`config.mk`:
```
export PLATFORM = sky130hd
export DESIGN_NAME = drom_load_ctrl
export DESIGN_NICKNAME = d
export VERILOG_FILES = /design/src/rtl/drom_pkg.sv /design/src/rtl/drom_byte_packer.sv /design/src/rtl/drom_load_ctrl.sv
export SDC_FILE = /design/constraint.sdc
export NUM_CORES = 1
export LEC_CHECK = 0
export BUFFER_PORTS_ARGS = -buffer_cell sky130_fd_sc_hd__buf_2
export CORE_MARGIN = 10
export CORE_UTILIZATION = 50
export CTS_CLUSTER_DIAMETER = 60
export DETAILED_ROUTE_END_ITERATION = 10
export PLACE_DENSITY = 0.79
export SYNTH_ARGS = -nofsm -noshare
export SYNTH_HDL_FRONTEND = slang
export SYNTH_SLANG_ARGS = --single-unit
```
`constraint.sdc`:
```
create_clock -name clk_i -period 2.48 [get_ports clk_i]
set_clock_uncertainty 0.1 [all_clocks]
set_input_delay 0.744 -clock clk_i [delete_from_list [all_inputs] [get_ports clk_i]]
set_output_delay 0.744 -clock clk_i [all_outputs]
set_load 0.01 [all_outputs]
```
`src/rtl/drom_pkg.sv`:
```
// Shared DROM definitions: load FSM states, access-size codes and byte-lane geometry.
package drom_pkg;

  localparam int LANES = 4;

  localparam logic [2:0] FUNCT3_BYTE = 3'b000;
  localparam logic [2:0] FUNCT3_HALF = 3'b001;

  typedef enum logic [2:0] {
    IDLE    = 3'd0,
    ARM     = 3'd1,
    COLLECT = 3'd2,
    WRITE   = 3'd3,
    CHK     = 3'd4,
    TAIL    = 3'd5,
    DONE    = 3'd6
  } state_t;

endpackage

```
`src/rtl/drom_byte_packer.sv`:
```
// Little-endian byte-to-word packer: a 2-bit lane counter steering each accepted byte
// into its slot of a 32-bit register; word_valid flags the byte that completes a word.
module drom_byte_packer
  import drom_pkg::*;
(
  input  logic        clk,
  input  logic        rst_n,
  input  logic        clear,
  input  logic        byte_valid,
  input  logic [7:0]  byte_data,
  output logic [31:0] word,
  output logic        word_valid
);

  logic [1:0] lane;

  always_ff @(posedge clk or negedge rst_n) begin
    if (!rst_n) begin
      lane <= '0;
      word <= '0;
    end else if (clear) begin
      lane <= '0;
      word <= '0;
    end else if (byte_valid) begin
      word[{lane, 3'b000} +: 8] <= byte_data;
      lane                      <= lane + 2'd1;
    end
  end

  assign word_valid = byte_valid && (lane == 2'(LANES - 1));

endmodule

```
`src/rtl/drom_load_ctrl.sv`:
```
// Host-driven DROM loader: packs a byte stream into words, writes them through the drom_unit
// external port and stalls the core meanwhile. DROM_LOAD_CHKSUM_EN adds a trailing checksum word.
module drom_load_ctrl
  import drom_pkg::*;
#(
  parameter int ADDR_DEPTH = 768,
  parameter int ADDR_WIDTH = 10
) (
  input  logic                  clk_i,
  input  logic                  rst_ni,
  input  logic                  load_start_i,
  input  logic                  load_abort_i,
  input  logic [ADDR_WIDTH:0]   load_words_i,
  input  logic                  byte_valid_i,
  input  logic [7:0]            byte_data_i,
  output logic                  byte_ready_o,
  output logic                  ext_acc_o,
  output logic                  we_o,
  output logic [31:0]           din_o,
  output logic                  busy_o,
  output logic                  done_o,
  output logic                  err_o,
  output logic                  cpu_stall_o,
  output logic [ADDR_WIDTH:0]   word_cnt_o
);

  localparam logic [ADDR_WIDTH:0] MAX_WORDS = (ADDR_WIDTH + 1)'(ADDR_DEPTH);

  state_t              state, state_next;
  logic [ADDR_WIDTH:0] len_q, word_cnt_q;
  logic                err_q;
  logic                start_ok, abort_ok, accept, word_valid, last_word;
  logic [31:0]         packed_word;

  // Abort beats a simultaneous start in IDLE, so the start is only taken when no abort is present.
  assign start_ok  = (state == IDLE) && load_start_i && !load_abort_i;
  assign abort_ok  = (state != IDLE) && load_abort_i;
  assign accept    = byte_valid_i && byte_ready_o;
  assign last_word = ((word_cnt_q + 1'b1) == len_q);

  drom_byte_packer u_packer (
    .clk        (clk_i),
    .rst_n      (rst_ni),
    .clear      (start_ok || abort_ok),
    .byte_valid (accept),
    .byte_data  (byte_data_i),
    .word       (packed_word),
    .word_valid (word_valid)
  );

  always_comb begin
    state_next = state;
    case (state)
      IDLE: begin
        if (start_ok) begin
          if ((load_words_i == '0) || (load_words_i > MAX_WORDS)) state_next = DONE;
          else                                                     state_next = ARM;
        end
      end
      ARM:     state_next = COLLECT;
      COLLECT: if (word_valid) state_next = WRITE;
      WRITE: begin
        if (last_word) begin
`ifdef DROM_LOAD_CHKSUM_EN
          state_next = CHK;
`else
          state_next = TAIL;
`endif
        end else begin
          state_next = COLLECT;
        end
      end
      CHK:     if (word_valid) state_next = TAIL;
      TAIL:    state_next = DONE;
      DONE:    state_next = IDLE;
      default: state_next = IDLE;
    endcase
    if (abort_ok) state_next = IDLE;
  end

`ifdef DROM_LOAD_CHKSUM_EN
  logic [31:0] sum_q;
  logic        chk_bad;

  // The checksum word completes with the byte on the bus, so compare against it directly.
  assign chk_bad = (state == CHK) && word_valid && ({byte_data_i, packed_word[23:0]} != sum_q);

  always_ff @(posedge clk_i or negedge rst_ni) begin
    if (!rst_ni)             sum_q <= '0;
    else if (start_ok)       sum_q <= '0;
    else if (state == WRITE) sum_q <= sum_q + packed_word;
  end
`else
  logic chk_bad;
  assign chk_bad = 1'b0;
`endif

  always_ff @(posedge clk_i or negedge rst_ni) begin
    if (!rst_ni) begin
      state      <= IDLE;
      len_q      <= '0;
      word_cnt_q <= '0;
      err_q      <= 1'b0;
    end else begin
      state <= state_next;
      if (start_ok) begin
        len_q      <= load_words_i;
        word_cnt_q <= '0;
        err_q      <= (load_words_i > MAX_WORDS);
      end else if (abort_ok) begin
        err_q <= 1'b1;
      end else begin
        if (state == WRITE) word_cnt_q <= word_cnt_q + 1'b1;
        if (chk_bad)        err_q      <= 1'b1;
      end
    end
  end

  assign byte_ready_o = (state == COLLECT) || (state == CHK);
  assign ext_acc_o    = (state == ARM) || (state == COLLECT) || (state == WRITE) || (state == TAIL);
  assign we_o         = (state == WRITE);
  assign din_o        = packed_word;
  assign busy_o       = (state != IDLE);
  assign cpu_stall_o  = busy_o;
  assign done_o       = (state == DONE);
  assign err_o        = err_q;
  assign word_cnt_o   = word_cnt_q;

endmodule

```
==> flow_metrics.py <==
metrics = {
    "run_status": {
        "status": "finished clean",
    },
    "pwr": {
        "fin_total_pwr_w": 0.00329,
        "p_sw_w": 0.00121,
        "pwr-share-seq": 0.396,
        "switching_share": 0.368,
        "p_comb_frac": 0.347,
        "p_clk_frac": 0.256,
        "ir_drop_uv": 490,
        "p_int_w": 0.00208,
        "powerDensity_mw_per_mm2": 903,
        "p_leak_nw": 1.81,
    },
    "route": {
        "drc": 0,
        "drt-initial-drc-count": 73,
        "route.vias.total": 2445,
        "ant_nets": 0,
        "routedWlPerCell_um": 18.2,
        "wl_um": 7710,
        "firstDrtPassIters": 4,
        "vias_per_cell": 5.78,
    },
    "worst_setup_path": {
        "r2r_cells": 6,
        "critPathBufInv": 1,
        "cpPeakStageDelay_ns": 0.58,
        "r2r-end": "u_packer.word[26]",
        "r2r-start": "state[1]",
        "r2r_setup_slack_ns": 0.24,
        "arrival_ns": 2.40,
        "crit_path_end_kind": "flop",
        "critPathKind": "primary input to flop",
        "critPathSlowestCell": "or4_1",
        "crit_path_start_kind": "primary input",
        "worstPathMaxFanout": 2,
        "crit_family": "simple AND/OR/NAND/NOR gates",
        "cp_cell_sequence": "buf_2 > or4_1 > o211a_1 > nor3_1 > nor4_1 > or3_1",
        "required_ns": 2.59,
    },
    "sta": {
        "rsz0062_at_grt": "no",
        "relSlewSlack": 0.477,
        "hold_viol": 0,
        "hold_slack_ns": 0.299,
        "min_period_over_period": 0.923,
        "max_freq_mhz": 437,
        "finalSetupViolCount": 0,
        "period_minus_slack_ns": 2.29,
        "tightest_slew_ns": 0.785,
        "final_max_slew_viol_count": 0,
    },
    "placement": {
        "place.gp.congestion": 0.869,
        "dp_hpwl_um": 5650,
        "port_buffers": 73,
    },
    "finish": {
        "diodes": 0,
        "drive_gt1_frac": 0.351,
        "final_net_count": 373,
        "syn_to_final_growth_pct": 22.7,
        "layout_commonest_cell": "buf_2",
        "layout_common_cells": "buf_2, dfrtp_1, a22o_1",
    },
    "synth": {
        "synth.distinct_cells": 47,
        "netlist_area_sq_mm": 0.00297,
        "syn_avg_cell_area_sq_um": 11.4,
        "synth-edff-count": 0,
        "ys_seq_area_frac": 0.505,
        "syn_inst": 260,
        "async_reset_ff_frac": 1.00,
        "ys_seq_elements": 60,
        "synth_flop_cell": "dfrtp_1",
        "yosys_warnings": 0,
        "syn_nets": 290,
    },
    "clocking": {
        "cts_tree": "yes",
        "post_cts_buffers": 0,
        "root_buffer": "clkbuf_8",
        "clkTransAtPathRegs_ns": 0.06,
        "h-tree-depth": 3,
        "clk_latency_ns": 0.34,
        "cts_sinks": 60,
        "cts_resized": 0,
        "numCtsBuffers": 9,
        "hold_buffers": 0,
        "clk_path_buf_depth": 2,
    },
    "global_routing": {
        "grt_use_total": 0.165,
        "grt_max_degree": 61,
        "grt_pass1_wl_um": 13000,
        "first_global_vias": 2535,
        "antenna_found_initial": 0,
        "gr-total-overflow": 0,
    },
    "hold_path": {
        "hold_class": "primary input to asynchronous set/reset pin",
    },
    "floorplan": {
        "start_util": 0.508,
        "die-area_sq_mm": 0.00942,
        "fp-row-count": 28,
        "core_area_sq_mm": 0.00585,
        "die_height_um": 97.1,
        "die_w_um": 97.1,
        "pin_count": 74,
    },
    "flow_run": {
        "maxCapViolCount": 0,
    },
}
-- how the worst max path moves through the flow --
stage / depth (start not counted) / endpoint / startpoint
finish: 6 / state[1] / load_words_i[5]
global route: 6 / u_packer.word[25] / state[1]
CTS: 6 / state[1] / load_words_i[5]
detailed placement: 6 / state[1] / load_words_i[5]
global placement: 6 / state[1] / load_words_i[5]
floorplan: 5 / state[1] / load_words_i[5]
-- metrics by stage --
| step | setup TNS [ns] | worst slack, ns | area (sq um) | cells | util |
|---|---|---|---|---|---|
| after floorplan | 0 | 0.0587 | 2970 | 260 | - |
| after global placement | -0.0934 | -0.0934 | 3460 | 407 | 0.591 |
| after detailed placement | -0.164 | -0.140 | 3460 | 407 | 0.591 |
| after CTS | 0 | 0.206 | 3640 | 423 | 0.623 |
| after global routing | 0 | 0.0865 | 3640 | 423 | 0.623 |
| final | 0 | 0.192 | 3640 | 423 | 0.623 |
-- power by group through the flow --
| stage | clock network (W) | registers (W) | logic, W |
|---|---|---|---|
| global route | 0.000897 | 0.00133 | 0.00127 |
| floorplan | 0 | 0.00131 | 0.000801 |
| global placement | 0 | 0.00131 | 0.00113 |
| finish | 0.000844 | 0.00130 | 0.00114 |
| detailed placement | 0 | 0.00131 | 0.00116 |
| CTS | 0.000854 | 0.00130 | 0.00116 |
-- synth_stat cells, types with 2 or more instances --
cell,instances,share of area
a21oi_1,10,0.017
a22o_1,31,0.091
a311oi_1,2,0.0059
and2_1,3,0.0063
and3_1,3,0.0063
buf_2,4,0.0067
buf_4,3,0.0076
clkbuf_1,4,0.0051
dfrtp_1,60,0.51
ha_1,6,0.025
inv_1,6,0.0076
mux2_2,11,0.042
nand2_1,14,0.018
nand2_2,2,0.0042
nand2b_1,2,0.0042
nand3_1,4,0.0067
nand3_4,2,0.012
nand3b_1,2,0.0051
nand4_1,3,0.0063
nor2_1,12,0.015
nor2b_1,2,0.0042
nor3_1,3,0.0051
nor3_2,2,0.0067
nor3b_1,2,0.0051
nor4_1,2,0.0042
nor4_4,3,0.021
o211ai_1,2,0.0051
o21ai_0,18,0.030
o31ai_1,4,0.010
or3_1,3,0.0063
or4_1,2,0.0051
xnor2_1,12,0.035
xor2_1,7,0.021
-- cell type report --
cell class	count	area (sq um)
tap	75	93.8
fill	477	2210
multi-input combinational	183	1390
inverter	6	22.5
clock inverter	5	52.6
timing repair buffer	83	453
sequential	60	1500
clock buffer	11	131
-- state kept, by name, indices dropped and copies added, names as in the netlist --
signal / cells
err_o: 1
u_packer.word: 32
state: 3
word_cnt_o: 11
len_q: 11
u_packer.lane: 2
-- logic make-up (layout without fill, tap and decap cells) --
family | Yosys count | after routing | share of synthesized area
buf+inv | 17 | 105 | 0.0270
xor+xnor | 19 | 19 | 0.0560
fa+ha+maj | 6 | 6 | 0.0253
compound gates | 74 | 74 | 0.180
flops | 60 | 60 | 0.505
simple gates | 72 | 72 | 0.161
mux | 12 | 12 | 0.0451
-- metal layers --
metal  track usage  part of all wire  vias to the layer above
met5             0                 0                        -
li1              -                 -                     1125
met3        0.0484             0.076                       10
met1         0.210              0.45                     1206
met2         0.257              0.46                      104
met4        0.0681             0.016                        0
Power figures use the tool's default switching activity.
